**src/rtl/muldiv_sequencer.sv**
```systemverilog
`default_nettype none
// ============================================================================
//  Module      : muldiv_sequencer
//  Description : Control FSM for the iterative multiply/divide datapath.
//                A single-cycle start pulse produces a one-cycle operand
//                load strobe, then a fixed run of step strobes carrying a
//                0-based step index, and ends with a one-cycle result-ready
//                pulse that carries the exception flag.
//  Revision    : 1.0 - initial release
// ----------------------------------------------------------------------------
//  Parameters
//    MULT_STEPS   step cycles for a multiply (radix-4 Booth, 32-bit)
//    DIV_STEPS    step cycles for a divide
//    CNT_W        width of step_idx; 2**CNT_W must exceed both step counts
//  Ports
//    clk          system clock, rising-edge active
//    rst          synchronous, active-high reset
//    ctrl_mult    start multiply (single-cycle pulse)
//    ctrl_div     start divide (single-cycle pulse)
//    dp_exception datapath exception: divisor==0 (div) / overflow (mult)
//    dp_load      load operands into the datapath registers
//    dp_step      advance the datapath by one iteration
//    dp_op_div    latched operation, 1=div 0=mult
//    step_idx     current iteration index, 0-based
//    busy         high while loading or running
//    result_rdy   one-cycle pulse, result valid in the datapath
//    exception    exception flag, meaningful only with result_rdy
// ============================================================================
module muldiv_sequencer #(
    parameter int MULT_STEPS = 16,
    parameter int DIV_STEPS  = 32,
    parameter int CNT_W      = 6
) (
    input  logic             clk,
    input  logic             rst,
    input  logic             ctrl_mult,
    input  logic             ctrl_div,
    input  logic             dp_exception,
    output logic             dp_load,
    output logic             dp_step,
    output logic             dp_op_div,
    output logic [CNT_W-1:0] step_idx,
    output logic             busy,
    output logic             result_rdy,
    output logic             exception
);

    typedef enum logic [1:0] {
        ST_IDLE = 2'd0,
        ST_LOAD = 2'd1,
        ST_RUN  = 2'd2,
        ST_DONE = 2'd3
    } state_t;

    localparam logic [CNT_W-1:0] c_MULT_LAST = CNT_W'(MULT_STEPS - 1);
    localparam logic [CNT_W-1:0] c_DIV_LAST  = CNT_W'(DIV_STEPS - 1);
    localparam logic [CNT_W-1:0] c_ONE       = CNT_W'(1);

    state_t           r_state;
    state_t           w_state_nxt;
    logic             r_op_div;
    logic             r_exc;
    logic [CNT_W-1:0] r_step_idx;

    logic             w_start;
    logic             w_start_div;
    logic [CNT_W-1:0] w_last_idx;
    logic             w_last_step;
    logic             w_div_by_zero;
    logic             w_mult_ovf;

    // A start pulse wins over everything but reset; when both requests
    // arrive together the multiply is taken.
    assign w_start     = ctrl_mult | ctrl_div;
    assign w_start_div = ctrl_div & ~ctrl_mult;

    assign w_last_idx  = r_op_div ? c_DIV_LAST : c_MULT_LAST;
    assign w_last_step = (r_step_idx == w_last_idx);

    // Divide-by-zero is flagged while operands are loaded so the run is
    // skipped; multiply overflow is only known after the final step.
    assign w_div_by_zero = (r_state == ST_LOAD) && r_op_div && dp_exception;
    assign w_mult_ovf    = (r_state == ST_RUN) && w_last_step && !r_op_div
                           && dp_exception;

    // ------------------------------------------------------------------
    // State, op latch, exception latch and step counter
    // ------------------------------------------------------------------
    always_ff @(posedge clk) begin
        if (rst) begin
            r_state    <= ST_IDLE;
            r_op_div   <= 1'b0;
            r_exc      <= 1'b0;
            r_step_idx <= '0;
        end else begin
            r_state <= w_state_nxt;

            // Entry to LOAD only ever happens through a start, so this is
            // also where the exception latch is cleared.
            if (w_start) begin
                r_op_div <= w_start_div;
                r_exc    <= 1'b0;
            end else if (w_div_by_zero || w_mult_ovf) begin
                r_exc    <= 1'b1;
            end

            // Count only while staying in RUN; any exit (done, restart)
            // returns the index to zero so it can never wrap.
            if ((r_state == ST_RUN) && (w_state_nxt == ST_RUN)) begin
                r_step_idx <= r_step_idx + c_ONE;
            end else begin
                r_step_idx <= '0;
            end
        end
    end

    // ------------------------------------------------------------------
    // Next state and state-decoded outputs
    // ------------------------------------------------------------------
    always_comb begin
        w_state_nxt = r_state;
        dp_load     = 1'b0;
        dp_step     = 1'b0;
        busy        = 1'b0;
        result_rdy  = 1'b0;
        exception   = 1'b0;

        case (r_state)
            ST_IDLE: begin
                w_state_nxt = ST_IDLE;
            end
            ST_LOAD: begin
                dp_load     = 1'b1;
                busy        = 1'b1;
                w_state_nxt = w_div_by_zero ? ST_DONE : ST_RUN;
            end
            ST_RUN: begin
                dp_step     = 1'b1;
                busy        = 1'b1;
                w_state_nxt = w_last_step ? ST_DONE : ST_RUN;
            end
            ST_DONE: begin
                result_rdy  = 1'b1;
                exception   = r_exc;
                w_state_nxt = ST_IDLE;
            end
            default: begin
                w_state_nxt = ST_IDLE;
            end
        endcase

        // Restart from any state; an aborted op never reaches DONE, while a
        // start seen in DONE still lets this cycle's pulse out.
        if (w_start) begin
            w_state_nxt = ST_LOAD;
        end
    end

    assign dp_op_div = r_op_div;
    assign step_idx  = r_step_idx;

endmodule
`default_nettype wire
```
**config.mk**
```make
export PLATFORM = sky130hd
export DESIGN_NAME = muldiv_sequencer
export DESIGN_NICKNAME = d
export VERILOG_FILES = /design/src/rtl/muldiv_sequencer.sv
export SDC_FILE = /design/constraint.sdc
export NUM_CORES = 1
export LEC_CHECK = 0
export ABC_AREA = 1
export CAP_MARGIN = 0
export CORE_AREA = 3 3 40 42
export DETAILED_ROUTE_END_ITERATION = 8
export DIE_AREA = 0 0 43 45
export HOLD_SLACK_MARGIN = 0.15
export MAX_ROUTING_LAYER = met4
export PLACE_DENSITY = 0.8
export SLEW_MARGIN = 20
export SYNTH_ARGS = -nofsm -noshare
export SYNTH_HDL_FRONTEND = slang
export SYNTH_SLANG_ARGS = --single-unit
```
**constraint.sdc**
```tcl
create_clock -name clk -period 1.5 [get_ports clk]
set_input_delay 0.375 -clock clk [delete_from_list [all_inputs] [get_ports clk]]
set_output_delay 0.375 -clock clk [all_outputs]
set_load 0.1 [all_outputs]
```
==> results.py <==
metrics = {
    "die": {
        "start_util_pct": 40.1,
        "io_pins": 17,
        "rows": 13,
        "die_h_um": 45,
        "core-area_um2": 1280,
        "fp.dieW_um": 43,
        "dieArea_um2": 1940,
    },
    "critical_path": {
        "crit_fanout": 3,
        "cp_data_required_time_ps": 1120,
        "startpoint_type": "flop",
        "worstPathArrival_ps": 1210,
        "cp_slowest_cell": "dfxtp_4",
        "worstSetupPathType": "reg -> out",
        "crit_path_end_kind": "output pin",
        "slowest_delay_ps": 380,
        "cp_cell_sequence": "inv_4 > ha_4 > clkinvlp_4 > buf_12",
    },
    "cells_and_area": {
        "syn2layout_area_growth_pct": 82.8,
        "n_antenna_cell": 0,
        "nFillCells": 88,
        "layout-drive-gt1-share_pct": 46.5,
        "utilization_pct": 73.3,
        "final_nets": 97,
        "layout_common_cells": "12 x nor2_1, 12 x buf_12, 11 x inv_1, 5 x nand2_1, 5 x dfxtp_2",
    },
    "synth": {
        "synthAdderAreaFrac_pct": 12.1,
        "synthXorXnorAreaFrac_pct": 6.80,
        "muxShareOfSynthArea_pct": 0,
        "synth_compound_area_share_pct": 4.85,
        "synthCells": 64,
        "synthDistinctLibCells": 17,
        "syn_area_um2": 515,
        "postSynthAreaPerCell_um2": 8.05,
        "synth_simple_gate_area_share_pct": 27.2,
        "yosys_warnings": 0,
        "synth_fp_nets": 74,
        "synth_top_family_by_area": "simple AND/OR/NAND/NOR gates",
        "ys_seq_area_share_pct": 38.8,
        "yosys_register_bits": 10,
    },
    "clock_tree": {
        "cts_buffers": 3,
        "cts_sinks": 10,
        "cts-root-buf": "clkbuf_4",
        "cts_tree": "done",
        "clk_latency_ps": 270,
        "cts_buffer_depth": 2,
        "cts.reportedPaths.clkPinSlew_ps": 70,
        "h-tree-depth": 1,
    },
    "place": {
        "place_congestion": 0.843,
        "dp_hpwl_um": 875,
        "portBuffers": 16,
        "post-place-ws_ps": -73.0,
    },
    "sta": {
        "drv_slew": 0,
        "post-route-period-util_pct": 106,
        "finalSetupTns_ps": -107,
        "rsz0062_at_grt": "true",
        "slew-limit-headroom_pct": 89.4,
        "setup_violations": 2,
        "worst_slew_pin_slew_ps": 159,
        "hold_violations": 0,
        "final.setup_skew_ps": 2.79,
        "max_freq_mhz": 629,
        "min_period_ps": 1590,
        "fin_ws_ps": -88.9,
    },
    "power": {
        "p_leak_uw": 0.000361,
        "cellPowerDensity_nw_per_um2": 695,
        "p_clk_share_pct": 37.8,
        "p_int_uw": 468,
        "switchingPower_uw": 187,
        "switching_share_pct": 28.5,
        "vdd_drop_max_v": 0.000464,
        "pwr-share-seq_pct": 41.5,
        "power_frac_comb_pct": 20.7,
    },
    "routing": {
        "drt-total-wl_um": 1100,
        "drc": 0,
        "drt_first_iter_violations": 13,
        "routed_via_density": 4.83,
        "ant_nets": 0,
        "drt_first_pass_iters": 4,
        "vias": 488,
        "wl_per_cell_um": 10.9,
    },
    "job": {
        "maxCapViolCount": 0,
    },
    "grt": {
        "grt_start_max_net_pins": 7,
        "grt_usage_pct": 14.9,
        "first_global_vias": 480,
        "globalRoute.totalOverflow": 0,
        "grt_pass1_wl_um": 2010,
        "antenna_found_initial": 0,
    },
    "worst_hold_path": {
        "hp-class": "reg -> reg",
    },
    "status": {
        "violations": "negative setup slack",
        "status": "finished, violations left",
    },
}
sequential cells by signal, indices dropped and copies added (netlist names):
register / cells
dp_op_div: 1
r_state: 2
step_idx: 6
r_exc: 1
cell families (layout without fill, tap and decap cells):
group           count (synthesis)  after routing
compound gates                  4              4
xor+xnor                        4              4
fa+ha+maj                       5              5
buf+inv                        14             36
flops                          10             10
simple gates                   27             27
Yosys cell counts, drive strengths merged:
cell type  instances  share of area (%)
xnor2              1                1.7
nor2              14                 12
inv               14                 10
nand4              2                3.6
xor2               3                5.1
o21a               2                2.9
nand2              7                5.6
nor3               1                1.9
a21oi              2                1.9
nand3              3                3.9
ha                 5                 12
dfxtp             10                 39
stage by stage:
| step | cells | hold slack [ps] | total power (uW) | instance area, um^2 |
|---|---|---|---|---|
| after CTS | 101 | 458 | 656 | 940 |
| after floorplan | 64 | 434 | 361 | 582 |
| final | 101 | 459 | 654 | 942 |
| after detailed placement | 95 | 445 | 407 | 881 |
| after global routing | 101 | 487 | 678 | 942 |
| after global placement | 95 | 447 | 406 | 881 |
metal layers:
layer	GRT usage [%]	share of wire, %	up-vias
li1	-	-	239
met1	17.3	40	223
met2	24.3	50	21
met3	1.20	6.4	5
met4	10.8	3.6	0
met5	-	0	-
worst max-delay path: cells and delay by family, from the launching register on:
| kind | cells | cell delay [ps] |
|---|---|---|
| adders and majority gates | 1 | 270 |
| buffers and inverters | 3 | 300 |
| DFF | 1 | 380 |
worst paths after layout:
kind,startpoint,end,slack (ps),cells after the start
worst max-delay path,r_state[0]$_SDFF_PP0_,busy,-90,4
worst max register to register,r_state[0]$_SDFF_PP0_,step_idx[1]$_SDFF_PP0_,200,6
worst min register to register,step_idx[0]$_SDFF_PP0_,step_idx[0]$_SDFF_PP0_,460,1
worst min-delay path,step_idx[0]$_SDFF_PP0_,step_idx[0]$_SDFF_PP0_,460,1
power by group through the flow:
| stage | combinational [uW] | sequential [uW] | clock (uW) |
|---|---|---|---|
| after floorplan | 74.3 | 287 | 0 |
| after detailed placement | 128 | 280 | 0 |
| after global placement | 126 | 280 | 0 |
| final | 135 | 272 | 247 |
| after global routing | 142 | 273 | 263 |
| after CTS | 135 | 271 | 251 |
what timing repair did:
action,CTS,global route
hold buffers,0,0
pin swaps,1,1
setup endpoints to repair,2,2
gates resized for setup,3,1
setup buffers,2,0
layout make-up:
cell class	count	area (um^2)	share of cell area, %
multi-input combinational	40	308	32.7
inverter	14	62.6	6.64
clock buffer	4	36.3	3.85
timing repair buffer	18	295	31.3
tap	15	18.8	1.99
sequential	10	221	23.5
No activity file was read; power rests on OpenSTA's default activity.
